`src/rtl/router_pkt_reader_if.sv`:
```
// Bundle of FIFO-side and destination-side signals for one output channel reader.
// master: the reader (drives rd_en and the packet outputs).
// slave:  the environment (FIFO, synchronizer and destination).
interface router_pkt_reader_if #(
  parameter int CNT_W = 8
);
  logic             vld_out;
  logic [7:0]       dout;
  logic             soft_reset;
  logic             stall;
  logic             rd_en;
  logic [7:0]       pkt_data;
  logic             pkt_data_vld;
  logic             pkt_sop;
  logic             pkt_eop;
  logic [5:0]       pkt_len;
  logic             parity_err;
  logic [CNT_W-1:0] pkt_cnt;
  logic [CNT_W-1:0] err_cnt;

  modport master (
    input  vld_out, dout, soft_reset, stall,
    output rd_en, pkt_data, pkt_data_vld, pkt_sop, pkt_eop,
           pkt_len, parity_err, pkt_cnt, err_cnt
  );

  modport slave (
    output vld_out, dout, soft_reset, stall,
    input  rd_en, pkt_data, pkt_data_vld, pkt_sop, pkt_eop,
           pkt_len, parity_err, pkt_cnt, err_cnt
  );
endinterface

```
`src/rtl/router_pkt_reader.sv`:
```
// Destination-side packet reader for one router output FIFO.
// Issues registered reads, reassembles header/payload/parity, frames the bytes
// with SOP/EOP, checks parity and keeps saturating packet/error counters.
// Read data arrives on dout one cycle after rd_en; it is presented one cycle later.
module router_pkt_reader #(
  parameter int CNT_W = 8
) (
  input  logic                   clk,
  input  logic                   rst,
  router_pkt_reader_if.master    bus
);
  localparam logic [1:0] IDLE = 2'd0;
  localparam logic [1:0] HDR  = 2'd1;
  localparam logic [1:0] BODY = 2'd2;
  localparam logic [1:0] DONE = 2'd3;

  localparam logic [CNT_W-1:0] CNT_MAX = '1;
  localparam logic [CNT_W-1:0] CNT_ONE = CNT_W'(1);

  logic [1:0]       state_reg;
  logic             rd_en_reg;
  logic             in_flight_reg;   // dout carries a requested byte this cycle
  logic [6:0]       req_left_reg;    // reads still to issue (payload + parity)
  logic [6:0]       rcv_left_reg;    // bytes still to receive (payload + parity)
  logic [7:0]       xor_reg;
  logic [7:0]       data_reg;
  logic             vld_reg;
  logic             sop_reg;
  logic             eop_reg;
  logic [5:0]       len_reg;
  logic             perr_reg;
  logic [CNT_W-1:0] pkt_cnt_reg;
  logic [CNT_W-1:0] err_cnt_reg;

  logic       can_read;
  logic       last_byte;
  logic       par_bad;
  logic [6:0] rem_init;

  assign can_read  = bus.vld_out && !bus.stall;
  assign last_byte = (rcv_left_reg == 7'd1);
  assign par_bad   = (xor_reg != bus.dout);
  assign rem_init  = {1'b0, bus.dout[7:2]} + 7'd1;

  // Read sequencing: state machine, read strobe and byte bookkeeping
  always_ff @(posedge clk) begin
    if (!rst) begin
      state_reg     <= IDLE;
      rd_en_reg     <= 1'b0;
      in_flight_reg <= 1'b0;
      req_left_reg  <= '0;
      rcv_left_reg  <= '0;
      xor_reg       <= '0;
    end else if (bus.soft_reset) begin
      // Abort: drop any requested byte and wait in IDLE for the FIFO to refill
      state_reg     <= IDLE;
      rd_en_reg     <= 1'b0;
      in_flight_reg <= 1'b0;
      req_left_reg  <= '0;
      rcv_left_reg  <= '0;
    end else begin
      in_flight_reg <= rd_en_reg;
      rd_en_reg     <= 1'b0;
      case (state_reg)
        IDLE: begin
          if (can_read) begin
            rd_en_reg <= 1'b1;
            state_reg <= HDR;
          end
        end
        HDR: begin
          if (in_flight_reg) begin
            req_left_reg <= rem_init;
            rcv_left_reg <= rem_init;
            xor_reg      <= bus.dout;
            state_reg    <= BODY;
          end
        end
        BODY: begin
          if (can_read && (req_left_reg != 7'd0)) begin
            rd_en_reg    <= 1'b1;
            req_left_reg <= req_left_reg - 7'd1;
          end
          if (in_flight_reg) begin
            rcv_left_reg <= rcv_left_reg - 7'd1;
            if (last_byte) begin
              state_reg <= DONE;
            end else begin
              xor_reg <= xor_reg ^ bus.dout;
            end
          end
        end
        default: begin
          state_reg <= IDLE;
        end
      endcase
    end
  end

  // Output path: present returned bytes with framing, parity check and statistics
  always_ff @(posedge clk) begin
    if (!rst) begin
      data_reg    <= '0;
      vld_reg     <= 1'b0;
      sop_reg     <= 1'b0;
      eop_reg     <= 1'b0;
      len_reg     <= '0;
      perr_reg    <= 1'b0;
      pkt_cnt_reg <= '0;
      err_cnt_reg <= '0;
    end else if (bus.soft_reset) begin
      vld_reg  <= 1'b0;
      sop_reg  <= 1'b0;
      eop_reg  <= 1'b0;
      perr_reg <= 1'b0;
    end else begin
      vld_reg  <= 1'b0;
      sop_reg  <= 1'b0;
      eop_reg  <= 1'b0;
      perr_reg <= 1'b0;
      if (in_flight_reg && (state_reg == HDR)) begin
        data_reg <= bus.dout;
        vld_reg  <= 1'b1;
        sop_reg  <= 1'b1;
        len_reg  <= bus.dout[7:2];
      end
      if (in_flight_reg && (state_reg == BODY)) begin
        data_reg <= bus.dout;
        vld_reg  <= 1'b1;
        if (last_byte) begin
          eop_reg  <= 1'b1;
          perr_reg <= par_bad;
          if (pkt_cnt_reg != CNT_MAX) pkt_cnt_reg <= pkt_cnt_reg + CNT_ONE;
          if (par_bad && (err_cnt_reg != CNT_MAX)) err_cnt_reg <= err_cnt_reg + CNT_ONE;
        end
      end
    end
  end

  assign bus.rd_en        = rd_en_reg;
  assign bus.pkt_data     = data_reg;
  assign bus.pkt_data_vld = vld_reg;
  assign bus.pkt_sop      = sop_reg;
  assign bus.pkt_eop      = eop_reg;
  assign bus.pkt_len      = len_reg;
  assign bus.parity_err   = perr_reg;
  assign bus.pkt_cnt      = pkt_cnt_reg;
  assign bus.err_cnt      = err_cnt_reg;
endmodule

```
`src/flat_wrapper.sv`:
```
// flat-port wrapper written by rule: the top's interface ports become plain ports
module router_pkt_reader_flat 
#(
  parameter int CNT_W = 8
)
  (clk, rst, bus_vld_out, bus_dout, bus_soft_reset, bus_stall, bus_rd_en, bus_pkt_data, bus_pkt_data_vld, bus_pkt_sop, bus_pkt_eop, bus_pkt_len, bus_parity_err, bus_pkt_cnt, bus_err_cnt);
  router_pkt_reader_if #(.CNT_W(CNT_W)) bus_i ();
  input  logic clk;
  input  logic rst;
  input wire logic [$bits(bus_i.vld_out)-1:0] bus_vld_out;
  input wire logic [$bits(bus_i.dout)-1:0] bus_dout;
  input wire logic [$bits(bus_i.soft_reset)-1:0] bus_soft_reset;
  input wire logic [$bits(bus_i.stall)-1:0] bus_stall;
  output wire logic [$bits(bus_i.rd_en)-1:0] bus_rd_en;
  output wire logic [$bits(bus_i.pkt_data)-1:0] bus_pkt_data;
  output wire logic [$bits(bus_i.pkt_data_vld)-1:0] bus_pkt_data_vld;
  output wire logic [$bits(bus_i.pkt_sop)-1:0] bus_pkt_sop;
  output wire logic [$bits(bus_i.pkt_eop)-1:0] bus_pkt_eop;
  output wire logic [$bits(bus_i.pkt_len)-1:0] bus_pkt_len;
  output wire logic [$bits(bus_i.parity_err)-1:0] bus_parity_err;
  output wire logic [$bits(bus_i.pkt_cnt)-1:0] bus_pkt_cnt;
  output wire logic [$bits(bus_i.err_cnt)-1:0] bus_err_cnt;
  assign bus_i.vld_out = bus_vld_out;
  assign bus_i.dout = bus_dout;
  assign bus_i.soft_reset = bus_soft_reset;
  assign bus_i.stall = bus_stall;
  assign bus_rd_en = bus_i.rd_en;
  assign bus_pkt_data = bus_i.pkt_data;
  assign bus_pkt_data_vld = bus_i.pkt_data_vld;
  assign bus_pkt_sop = bus_i.pkt_sop;
  assign bus_pkt_eop = bus_i.pkt_eop;
  assign bus_pkt_len = bus_i.pkt_len;
  assign bus_parity_err = bus_i.parity_err;
  assign bus_pkt_cnt = bus_i.pkt_cnt;
  assign bus_err_cnt = bus_i.err_cnt;
  router_pkt_reader #(.CNT_W(CNT_W)) u_core (.clk(clk), .rst(rst), .bus(bus_i));
endmodule
```
`config.mk`:
```
export PLATFORM = sky130hd
export DESIGN_NAME = router_pkt_reader_flat
export DESIGN_NICKNAME = d
export VERILOG_FILES = /design/src/rtl/router_pkt_reader_if.sv /design/src/rtl/router_pkt_reader.sv /design/src/flat_wrapper.sv
export SDC_FILE = /design/constraint.sdc
export NUM_CORES = 1
export LEC_CHECK = 0
export ABC_AREA = 1
export ABC_CLOCK_PERIOD_IN_PS = 3050
export CAP_MARGIN = 20
export CORE_MARGIN = 4
export CORE_UTILIZATION = 40
export DETAILED_ROUTE_END_ITERATION = 6
export GPL_ROUTABILITY_DRIVEN = 0
export PLACE_DENSITY = 0.7
export SYNTH_ARGS = -nofsm -noshare
export SYNTH_HDL_FRONTEND = slang
export SYNTH_SLANG_ARGS = --single-unit
```
`constraint.sdc`:
```
create_clock -name clk -period 3.05 [get_ports clk]
set_input_delay 0.61 -clock clk [delete_from_list [all_inputs] [get_ports clk]]
set_output_delay 0.61 -clock clk [all_outputs]
set_load 0.02 [all_outputs]
```
Word-level counts from Yosys, hierarchy flattened
Index checks and enable logic that the tools add are counted.

word-level totals
  register bits = 60
  output and inout bits = 35
  logic and storage cells = 79

cells by class
  $add $sub $neg = 5
  equal/unequal tests = 12
  multiplexer cells = 22
  bitwise gates (word level) = 5
  reductions and logical operators = 21

operators with widths
  kind                 count
  $mux 8               5
  $pmux 7 s2           2
  $mux 7               3
  $add 8x1->8 const B  2
  $ne 8x8->1 const B   2
  $pmux 8 s2           1
  $sub 7x1->7 const B  2
  $reduce_and 4->1     3
  $ne 2x1->1 const B   5
  $mux 2               4
  $ne 8x8->1           1
  $xor 8x8->8          1
  $add 6x1->7 const B  1
  $eq 7x1->1 const B   1
  $reduce_bool 7->1    1
  $pmux 2 s3           1
  $reduce_and 3->1     2
  $logic_and 1x1->1    5
  $mux 1               5
  $reduce_and 5->1     1
  $not 1->1            4
  $reduce_and 2->1     2
  $reduce_bool 2->1    2
  $reduce_or 4->1      1
  8 further kinds      8

Logic depth before layout (Yosys ltp)
Gate-level depths: netlist (run 1).

  word-level depth = 5
  mapped depth = 12
  depth with buffers taken out = 11

Worst setup path before layout (run 1)
OpenSTA, ideal clock, no wires.

  path type = input to register
  from = input port bus_dout[6]
  to = register u_core.err_cnt_reg[1] (netlist: u_core.bus.err_cnt[1])
  setup time = 118 ps
  arrival time = 1413 ps
  required time = 2932 ps
  path slack = 1519 ps
  stages on the path = 11
  cell sequence = buf_6 -> inv_2 -> nand2_1 -> nand2_1 -> nand2_1 -> nor2_1 -> nand2_2 -> nand2_2 -> nor2_2 -> o21ai_1 -> nor2_1

between the ends
  longest elaborated chain between the ends = 3

ends and longest elaborated chain
  what                        RTL line                  text
  start, declared             flat_wrapper.sv:11        input wire logic [$bits(bus_i.dout)-1:0] bus_dout;
  $ne 8x8->1                  router_pkt_reader.sv:42   assign par_bad = (xor_reg != bus.dout);
  $logic_and 1x1->1           router_pkt_reader.sv:134  if (par_bad && (err_cnt_reg != CNT_MAX)) err_cnt_reg <= err_cnt_reg + CNT_ONE;
  $reduce_and 4->1 (no line)  n/a
  end signal, assigned        router_pkt_reader.sv:134
  end, declared               router_pkt_reader.sv:33   logic [CNT_W-1:0] err_cnt_reg;

Every way passes these cells.
A chain may end at the register's enable or synchronous reset.

Final worst setup path (run 1)
  from = register u_core.pkt_cnt_reg[2] (netlist: u_core.bus.pkt_cnt[2])
  to = output port bus_pkt_cnt[2]

RTL lines
  what                    RTL line                  text
  start, declared         router_pkt_reader.sv:32   logic [CNT_W-1:0] pkt_cnt_reg;
  start signal, assigned  router_pkt_reader.sv:133  if (pkt_cnt_reg != CNT_MAX) pkt_cnt_reg <= pkt_cnt_reg + CNT_ONE;
  end, declared           flat_wrapper.sv:21        output wire logic [$bits(bus_i.pkt_cnt)-1:0] bus_pkt_cnt;

No word-level cell between the ends.

==> results of run 1 <==
worst min-delay path by stage:
stage,end,slack [ps],cells past startpoint
floorplan,u_core.req_left_reg[5],440,2
global placement,u_core.xor_reg[2],460,2
detailed placement,u_core.in_flight_reg,450,2
CTS,u_core.in_flight_reg,460,2
global route,u_core.req_left_reg[5],490,2
finish,u_core.in_flight_reg,450,2
layer usage:
| layer | up-vias | wire (µm) | part of all wire, % | track usage [%] |
|---|---|---|---|---|
| met2 | 61 | 3550 | 47 | 27.1 |
| li1 | 1571 | - | - | - |
| met4 | 0 | 109 | 1.4 | 5.78 |
| met5 | - | 0 | 0 | 0 |
| met3 | 9 | 410 | 5.4 | 4.64 |
| met1 | 1332 | 3470 | 46 | 21.3 |
through the flow:
step                      std cells  area (µm²)  hold WS [ps]  setup WS, ps  util (%)
after floorplan                 455        3270           444          1520         -
after global placement          594        3800           455           768      48.5
after detailed placement        594        3800           446           749      48.5
after CTS                       610        4040           459           986      51.5
after global routing            610        4040           494           917      51.5
final                           610        4040           449          1010      51.5
power groups by stage:
stage	sequential [mW]	combinational [mW]	clock, mW
floorplan	0.823	0.176	0
global placement	0.824	0.229	0
detailed placement	0.824	0.235	0
CTS	0.806	0.238	0.859
global route	0.808	0.267	0.898
finish	0.807	0.237	0.837
synthesized netlist by cell type (all sizes together) (6+ instances only):
| master | count | area, µm² |
|---|---|---|
| dfxtp | 60 | 1200 |
| a211oi | 8 | 60.1 |
| buf | 10 | 70.1 |
| nand2 | 94 | 370 |
| o21ai | 48 | 240 |
| nand4 | 8 | 80.1 |
| a21oi | 45 | 225 |
| nor2 | 62 | 343 |
| nand3 | 16 | 110 |
| ha | 9 | 113 |
| xor2 | 6 | 52.6 |
| nor3 | 8 | 45.0 |
| inv | 64 | 240 |
logic make-up (layout without fill, tap and decap cells):
| logic type | count (synthesis) | in the layout | share of synthesized area (%) |
|---|---|---|---|
| AO/OA/AOI/OAI | 107 | 107 | 17.4 |
| XOR/XNOR | 8 | 8 | 2.15 |
| adder cells (fa/ha/maj) | 9 | 9 | 3.45 |
| buffers and inverters | 78 | 131 | 10.0 |
| flip-flops | 60 | 60 | 36.8 |
| AND/OR/NAND/NOR | 193 | 193 | 30.2 |
cell type report:
type,count,area (µm²)
clock buffer,12,165
multi-input combinational,317,1740
clock inverter,4,70.1
tap,102,128
inverter,65,245
timing repair buffer,50,493
sequential,60,1200
fill,769,3810
==> results.json, run 1 <==
{
  "outcome": "finished clean",
  "ys_types": 36,
  "power.total_mw": 1.88,
  "r2r_cells": 7,
  "cp.arrival_ps": 1430,
  "switching_share_pct": 25.4,
  "slew_headroom_pct": 50.2,
  "drtIter0Drc": 89,
  "syn_area_mm2": 0.00327,
  "drv_slew": 0,
  "fin_tns_setup_ps": 0,
  "via_count": 2973,
  "nets": 525,
  "p_int_mw": 1.40,
  "die_h_um": 98.4,
  "drive_gt1_share_pct": 10.0,
  "synthCells": 455,
  "cp-start-kind": "flip-flop",
  "syn2layout_area_growth_pct": 23.7,
  "clockPowerShare_pct": 44.5,
  "die_x_um": 98.4,
  "clock_path_buffers": 2,
  "ys_seq_elements": 60,
  "power_switching_mw": 0.477,
  "pwr-share-seq_pct": 42.9,
  "grt_pass1_vias": 2875,
  "end_kind": "primary output",
  "coreArea_mm2": 0.00785,
  "synth-edff-count": 0,
  "ant_nets": 0,
  "ys_seq_area_share_pct": 36.8,
  "crit_type": "reg2out",
  "power_density_mw_per_mm2": 465,
  "drc": 0,
  "synthFlopType": "dfxtp_1",
  "avgSynthCellArea_um2": 7.18,
  "dieArea_mm2": 0.00967,
  "hold_viol_final": 0,
  "grt_setup_unrepaired": "false",
  "vdd.ir_drop.worst_mv": 0.298,
  "maxCapViolations": 0,
  "min_from": "u_core.bus.rd_en",
  "worst-path-stages": 1,
  "crit_fanout": 6,
  "insertion_delay_ps": 340,
  "cts_resized": 0,
  "finalSetupViolCount": 0,
  "timing.rr.end": "u_core.rcv_left_reg[5]",
  "timing_worst_slew_pin_value_ps": 746,
  "post_cts_buffers": 0,
  "clkTransAtPathRegs_ps": 70,
  "hold_buffers": 0,
  "drt-pass1-iter-count": 4,
  "p_leak_nw": 1.71,
  "critPathTopFamily": "buffers and inverters",
  "crit_start": "u_core.bus.pkt_cnt[2]",
  "antenna_found_initial": 0,
  "synth_async_sr_flop_share_pct": 0,
  "grt_first_pass_wirelength_mm": 13.3,
  "vias_per_cell": 4.87,
  "min_period_ps": 2040,
  "grt_use_total_pct": 16.7,
  "overflow": 0,
  "post-route-period-util_pct": 66.7,
  "io_buffers": 47,
  "initial_core_util_pct": 41.6,
  "io_pins": 48,
  "p_comb_share_pct": 12.6,
  "endpoint": "bus_pkt_cnt[2]",
  "grt_max_degree": 31,
  "cp.buffers_inverters": 1,
  "cts-root-buf": "clkbuf_8",
  "worst-r2r-setup-slack_ps": 1160,
  "crit_path_cell_trace": "clkdlybuf4s50_1",
  "fmax_ghz": 0.491,
  "slowest_delay_ps": 650,
  "cts_tree": "yes",
  "ys_warn_count": 0,
  "cts_sinks": 60,
  "final_cell_mix": "nand2_1, dfxtp_1, inv_1",
  "wl_per_cell_um": 12.4,
  "slowest_stage": "clkdlybuf4s50_1",
  "num_antenna_cells": 0,
  "finalClockSkew_ps": 8.86,
  "min_path_type": "reg2reg",
  "final_common_cell": "nand2_1",
  "syn-num-nets": 477,
  "h-tree-depth": 3,
  "worstPathRequired_ps": 2440,
  "rr_startpoint": "u_core.state_reg[0]",
  "num_rows": 32,
  "dpl.hpwl_mm": 5.59,
  "drt_wl_total_mm": 7.54,
  "cts_buffers": 9
}
No activity file was read; power rests on OpenSTA's default activity.
==> run 2, diff against run 1 <==
- ABC_CLOCK_PERIOD_IN_PS: 3050 -> 2100
- clock period: 3.05 -> 2.1 ns (I/O delays scaled with it)
==> run 2 against run 1 <==
Compared with the run above:
- power is 34% higher
- critical path depth unchanged
- via count grew 2.7%
- core utilization about the same
- clock power increased by 18%
- critical path type unchanged
- highest routed layer unchanged
- sequential power up 45%
- final cell count is 0.98% higher
- non-clock buffer count grew 6
- largest power group is now registers
==> results.json, run 2 (same netlist as run 1, synthesis figures left out) <==
{
  "drtIter0Drc": 141,
  "drc": 0,
  "slew_headroom_pct": 68.5,
  "finalSetupViolCount": 0,
  "finalClockSkew_ps": 10.1,
  "final.setup.worst_slack_ps": 254,
  "die_h_um": 98.4,
  "post-place-ws_ps": 21.6,
  "initial_core_util_pct": 41.6,
  "syn2layout_area_growth_pct": 23.6,
  "hold_buffers": 0,
  "h-tree-depth": 3,
  "cp-start-kind": "flip-flop",
  "cts_resized": 0,
  "r2r_cells": 8,
  "die_x_um": 98.4,
  "fin_cells": 616,
  "wl_per_cell_um": 12.6,
  "wl_met3_um": 401,
  "fin_tns_setup_ps": 0,
  "dp_cells": 600,
  "end_kind": "primary output",
  "hold-path-cell-count": 2,
  "grt_setup_unrepaired": "false",
  "vdd.ir_drop.worst_mv": 0.390,
  "cts_tree": "yes",
  "drt_wl_total_mm": 7.76,
  "min_path_type": "reg2reg",
  "final_common_cell": "nand2_1",
  "worstPathRequired_ps": 1680,
  "fmax_ghz": 0.542,
  "post_cts_buffers": 0,
  "dieArea_mm2": 0.00967,
  "drive_gt1_share_pct": 11.1,
  "p_leak_nw": 1.72,
  "critPathTopFamily": "buffers and inverters",
  "num_antenna_cells": 0,
  "dpl.hpwl_mm": 5.85,
  "antenna_found_initial": 0,
  "slowest_stage": "clkdlybuf4s50_1",
  "cp.buffers_inverters": 1,
  "drv_slew": 0,
  "routed.top_layer": "met4",
  "timing_worst_slew_pin_value_ps": 473,
  "cts_buffers": 9,
  "num_rows": 32,
  "insertion_delay_ps": 350,
  "io_buffers": 47,
  "grt_use_total_pct": 16.6,
  "nets": 531,
  "clock_path_buffers": 2,
  "vias_per_cell": 4.96,
  "cts-root-buf": "clkbuf_8",
  "post-route-period-util_pct": 87.9,
  "dr_wl_met2_mm": 3.67,
  "power.total_mw": 2.51,
  "drt-met1-wl_mm": 3.57,
  "coreArea_mm2": 0.00785,
  "worst-path-stages": 1,
  "cts_sinks": 60,
  "io_pins": 48,
  "cp.arrival_ps": 1430,
  "min_period_ps": 1850,
  "power_density_mw_per_mm2": 622,
  "clkTransAtPathRegs_ps": 70,
  "final_cell_mix": "nand2_1, dfxtp_1, inv_1",
  "slowest_delay_ps": 650,
  "drt-pass1-iter-count": 4,
  "crit_type": "reg2out",
  "via_count": 3054,
  "crit_path_cell_trace": "clkdlybuf4s50_1",
  "crit_fanout": 6,
  "grt_max_degree": 31,
  "hold_viol_final": 0,
  "overflow": 0,
  "outcome": "finished clean",
  "maxCapViolations": 0,
  "grt_first_pass_wirelength_mm": 13.4,
  "grt_pass1_vias": 2912,
  "ant_nets": 0
}
-- run 2: per-stage QoR --
| step | hold slack, ps | instance area (µm²) | util [%] |
|---|---|---|---|
| floorplan | 444 | 3270 | - |
| global placement | 436 | 3850 | 49.1 |
| detailed placement | 438 | 3850 | 49.1 |
| CTS | 449 | 4040 | 51.5 |
| global route | 466 | 4040 | 51.5 |
| finish | 443 | 4040 | 51.5 |
-- run 2: final cells by class --
cell class	count	area (µm²)
fillers	789	3810
multi-input cells	317	1740
flip-flops and latches	60	1200
repair buffers	56	538
inverters	65	245
clock buffers	12	165
well taps	102	128
clock inverters	4	22.5
-- run 2: final timing paths --
path | startpoint | to | slack (ps)
worst max-delay path | u_core.bus.pkt_cnt[2] | bus_pkt_cnt[2] | 250
worst min-delay path | u_core.bus.rd_en | u_core.in_flight_reg | 440
worst max register to register | u_core.state_reg[0] | u_core.req_left_reg[2] | 270
worst min register to register | u_core.bus.rd_en | u_core.in_flight_reg | 440
-- run 2: report_power, final --
group / switching (mW) / total [mW] / internal (mW)
clock network: 0.466 / 0.984 / 0.518
logic: 0.227 / 0.354 / 0.127
registers: 0.0159 / 1.17 / 1.16
total: 0.709 / 2.51 / 1.80
-- run 2: worst register-to-register path, cell delays in order, from the launching register on --
cell,delay (ps)
dfxtp_1,310
inv_1,100
ha_1,470
buf_4,260
a21oi_1,50
o21ai_0,180
nand2_1,90
o21ai_0,180
a21oi_1,60
-- run 2: routing by layer --
metal	track usage [%]	up-vias
met5	0	-
met4	5.04	0
met3	4.71	11
met2	28.1	66
met1	20.5	1393
li1	-	1584
